[src/rtl/reg_file_param.sv]
// Parametrised register file: one write port, two registered read ports with a
// shared valid strobe. Optional hardwired-zero entry 0 and write-first bypass.
module reg_file_param #(
    parameter int WIDTH    = 32,
    parameter int ADDR_W   = 5,
    parameter int ZERO_REG = 1,
    parameter int BYPASS   = 1
) (
    input  logic              CLK,
    input  logic              RESET,
    input  logic              WE,
    input  logic [ADDR_W-1:0] WADDR,
    input  logic [WIDTH-1:0]  WDATA,
    input  logic              RE,
    input  logic [ADDR_W-1:0] RADDR1,
    input  logic [ADDR_W-1:0] RADDR2,
    output logic [WIDTH-1:0]  RDATA1,
    output logic [WIDTH-1:0]  RDATA2,
    output logic              RVALID
);
    localparam int DEPTH = 1 << ADDR_W;

    logic [DEPTH-1:0][WIDTH-1:0] mem_q, mem_d;
    logic [DEPTH-1:0]            wsel;
    logic [WIDTH-1:0]            rd1, rd2;
    logic [WIDTH-1:0]            rdata1_q, rdata1_d, rdata2_q, rdata2_d;
    logic                        rvalid_q, rvalid_d;

    // One-hot write select; the zero entry is masked out so it can never load.
    always_comb begin
        wsel = '0;
        if (WE) wsel[WADDR] = 1'b1;
        if (ZERO_REG != 0) wsel[0] = 1'b0;
    end

    always_comb begin
        mem_d = mem_q;
        for (int i = 0; i < DEPTH; i++) begin
            if (wsel[i]) mem_d[i] = WDATA;
        end
    end

    // wsel already folds in WE, the address match and the zero-entry mask,
    // so it doubles as the bypass hit for each read port.
    always_comb begin
        rd1 = mem_q[RADDR1];
        rd2 = mem_q[RADDR2];
        if (BYPASS != 0 && wsel[RADDR1]) rd1 = WDATA;
        if (BYPASS != 0 && wsel[RADDR2]) rd2 = WDATA;
        if (ZERO_REG != 0 && RADDR1 == '0) rd1 = '0;
        if (ZERO_REG != 0 && RADDR2 == '0) rd2 = '0;
    end

    always_comb begin
        rdata1_d = RE ? rd1 : rdata1_q;
        rdata2_d = RE ? rd2 : rdata2_q;
        rvalid_d = RE;
    end

    always_ff @(posedge CLK) begin
        if (RESET) begin
            mem_q    <= '0;
            rdata1_q <= '0;
            rdata2_q <= '0;
            rvalid_q <= 1'b0;
        end else begin
            mem_q    <= mem_d;
            rdata1_q <= rdata1_d;
            rdata2_q <= rdata2_d;
            rvalid_q <= rvalid_d;
        end
    end

    assign RDATA1 = rdata1_q;
    assign RDATA2 = rdata2_q;
    assign RVALID = rvalid_q;
endmodule

[config.mk]
export PLATFORM = sky130hd
export DESIGN_NAME = reg_file_param
export DESIGN_NICKNAME = d
export VERILOG_FILES = /design/src/rtl/reg_file_param.sv
export SDC_FILE = /design/constraint.sdc
export NUM_CORES = 2
export LEC_CHECK = 0
export ABC_AREA = 1
export CAP_MARGIN = 25
export CORE_MARGIN = 1.5
export CORE_UTILIZATION = 50
export CTS_CLUSTER_SIZE = 25
export DETAILED_ROUTE_END_ITERATION = 7
export GPL_ROUTABILITY_DRIVEN = 0
export PLACE_DENSITY = 0.76
export SYNTH_ARGS = -nofsm -noshare
export SYNTH_HDL_FRONTEND = slang
export SYNTH_SLANG_ARGS = --single-unit
export TNS_END_PERCENT = 5
[constraint.sdc]
create_clock -name CLK -period 3.8 [get_ports CLK]
set_input_delay 1.14 -clock CLK [delete_from_list [all_inputs] [get_ports CLK]]
set_output_delay 1.14 -clock CLK [all_outputs]
set_load 0.01 [all_outputs]
==> results.py <==
metrics = {
    "status": {
        "status": "finished with violations",
        "violations": "design-rule violations",
    },
    "timing": {
        "slew_headroom": 0.227,
        "period_minus_slack_ns": 3.30,
        "clock.fmax_mhz": 303,
        "final_hold_viol_count": 0,
        "slew_viol_final": 0,
        "rsz0062_at_grt": "no",
        "tns_ns": 0,
        "fin_skew_ns": 0.0316,
        "final.period_utilization": 0.868,
        "finalSetupViolations": 0,
        "worst_pin_slew_ns": 1.16,
    },
    "global_route": {
        "grt_util_all_layers": 0.395,
        "grt_pass1_wl_um": 340000,
        "grt_max_degree": 167,
        "grt_antenna_before_repair": 8,
        "gr-total-overflow": 0,
        "grt_pass1_vias": 54900,
    },
    "synthesis": {
        "synth_cell_type_count": 23,
        "syn_area_mm2": 0.0541,
        "yosysWarnings": 0,
        "yosysTopAreaCell": "dfxtp_1",
        "synthTopCellsByArea": "dfxtp_1 39%, a211oi_1 12%, nand2_1 9.7%, nand3_1 6.6%, nor2_1 6.5%",
        "netlist_instances": 7755,
        "yosysSeqAreaShare": 0.391,
        "synthesis.nets": 7806,
        "synth_top_cell_area_share": 0.391,
        "ys_ff_latch": 1057,
        "post_synth.cell_area_avg_um2": 6.98,
    },
    "worst_setup_path": {
        "cpLargestDelayFamily": "simple AND/OR/NAND/NOR gates",
        "required_ns": 4.43,
        "startpoint_type": "input port",
        "arrival_ns": 3.93,
        "worstPathMaxFanout": 13,
        "critPathMaxStageDelay_ns": 0.66,
        "critical_path_class": "input port to flop",
        "slowest_stage": "clkdlybuf4s50_1",
        "crit_buf_inv": 3,
        "reg2reg_slack_ns": 2.06,
        "cp_cell_sequence": "clkdlybuf4s50_1, nand3_1, inv_1, nand2_1, nand2_1, nand3_1, nand2_1, nand3_1, nand3_2, nand2_2, buf_12, nand2_1, nand3_1, a21oi_1",
        "end_kind": "flop",
    },
    "cells_and_area": {
        "synthToLayoutAreaGrowth_pct": 12.4,
        "fin_nets": 7453,
        "drive_gt1_frac": 0.0693,
        "instances_no_fill": 8910,
        "fill_cells": 9789,
    },
    "hold_path": {
        "hp-class": "flop to flop",
    },
    "drt": {
        "drtIter0Drc": 10200,
        "via_count": 59600,
        "antenna_left": 0,
        "wl_per_cell_um": 25.6,
        "wirelength_um": 228000,
        "viasPerCell": 6.69,
        "first_pass_iters": 8,
        "route.detailed.drc": 2,
    },
    "floorplan": {
        "start_util": 0.505,
        "die_w_um": 332,
        "chipHeight_um": 332,
        "top_level_ports": 116,
        "die_area_mm2": 0.110,
        "row_count": 120,
        "core-area_mm2": 0.107,
    },
    "placed_design": {
        "hpwl_um": 123000,
        "portBuffers": 115,
        "dp.cells": 8689,
    },
    "pwr": {
        "pwr-share-comb": 0.133,
        "p_clk_frac": 0.438,
        "power_frac_seq": 0.429,
        "swShare": 0.284,
        "power_w": 0.0267,
        "power.net_switching_w": 0.00758,
        "p_leak_nw": 21.0,
        "ir_worst_vdd_mv": 0.377,
        "powerDensity_mw_per_mm2": 439,
        "p_int_w": 0.0191,
    },
    "clock_network": {
        "clkTransAtPathRegs_ns": 0.06,
        "clock-sinks": 1057,
        "cts_buffers": 113,
        "htree_num_levels": 3,
        "clkLatencyLatePin_ns": 0.72,
        "cts-root-buf": "clkbuf_16",
        "ctsHoldBuffers": 0,
        "cts.path.max_buffers": 3,
        "cts-resized-gates": 0,
        "cts_tree": "built",
        "cts_setup_buffers": 0,
    },
    "run": {
        "cap_violations": 0,
    },
}
==> Yosys cell counts <==
cell and count:
o2111ai_1 232, nand2_1 1402, o211ai_1 270, nand3b_1 1
dfxtp_1 1057, a21oi_1 638, inv_1 407, nand3_1 712
nor2_1 934, buf_4 2, o41ai_1 2, nand4_1 6
buf_1 116, inv_2 17, clkbuf_1 628, o21ai_0 331
nand3_2 3, nor2_2 5, nor3_1 4, clkinv_1 4
a211oi_1 889, nand2_2 3, buf_2 92
==> through the flow <==
step | area, um^2 | hold slack (ns) | utilization | setup slack, ns
global route | 60800 | 0.493 | 0.567 | 0.375
global placement | 56900 | 0.461 | 0.530 | 0.00256
floorplan | 54100 | 0.441 | - | 1.02
detailed placement | 56900 | 0.464 | 0.530 | -0.0611
CTS | 60800 | 0.474 | 0.567 | 0.640
finish | 60800 | 0.477 | 0.567 | 0.501
==> registers in the layout (all words and copies together), names as in the netlist <==
name    cells
mem_q     992
RDATA1     32
RDATA2     32
RVALID      1
==> area by class of cell <==
| cell class | instances | area, um^2 | share of cell area |
|---|---|---|---|
| multi-input combinational | 5432 | 28300 | 0.465 |
| clock buffer | 169 | 3400 | 0.0559 |
| sequential | 1057 | 21200 | 0.348 |
| timing repair buffer | 370 | 4050 | 0.0666 |
| clock inverter | 43 | 527 | 0.00866 |
| antenna | 8 | 20.0 | 0.000329 |
| tap | 1403 | 1760 | 0.0289 |
| inverter | 428 | 1640 | 0.0270 |
==> metal layers <==
metal  share of wire  vias to the layer above  wire [um]  GRT usage
met4           0.074                        6      16700      0.254
li1                -                    26400          -          -
met5         0.00015                        -         34          0
met2            0.40                     4906      91000      0.563
met1            0.37                    27100      83700      0.513
met3            0.16                     1189      36200      0.124
==> power by group through the flow <==
stage | Clock, W | Combinational, W | Sequential (W)
5_1_grt | 0.0121 | 0.00369 | 0.0115
3_3_place_gp | 0 | 0.00332 | 0.0117
2_1_floorplan | 0 | 0.00197 | 0.0116
6_report | 0.0117 | 0.00357 | 0.0115
4_1_cts | 0.0116 | 0.00338 | 0.0114
3_5_place_dp | 0 | 0.00336 | 0.0117
==> tightest hold or removal path: cells and delay by family (launching register included) <==
family	cells	cell delay [ns]
flip-flops	1	0.30
buffers and inverters	1	0.07
AO/OA/AOI/OAI	1	0.07
==> final timing paths <==
path / from / to / cells after the start
max: WADDR[2] / RDATA2[8] / 14
min reg2reg: mem_q[78] / mem_q[78] / 2
min: mem_q[78] / mem_q[78] / 2
max reg2reg: mem_q[222] / RDATA2[30] / 10
==> cell usage in the layout (no fill, tap or decap), types with 6 or more instances in the layout <==
cell,n
inv_1,399
a21oi_1,638
dfxtp_1,1057
inv_2,13
o21ai_0,331
nand3_1,710
diode_2,8
clkbuf_1,22
a211oi_1,889
clkbuf_16,115
bufinv_16,10
nor2_4,17
o2111ai_1,232
nand2_2,6
nand4_1,6
buf_12,77
o211ai_1,270
nor2_1,921
buf_4,182
nand2_1,1392
clkinv_2,31
inv_6,7
nand2_4,7
clkdlybuf4s50_1,103
clkbuf_8,34
==> logic make-up (layout without fill, tap and decap cells) <==
| family | Yosys count | after routing | synth area share |
|---|---|---|---|
| and+or+nand+nor | 3070 | 3070 | 0.231 |
| AOI/OAI and AO/OA | 2362 | 2362 | 0.288 |
| other | 0 | 8 | 0 |
| DFF | 1057 | 1057 | 0.391 |
| buffers and inverters | 1266 | 1010 | 0.0901 |
No activity file was read; power rests on OpenSTA's default activity.
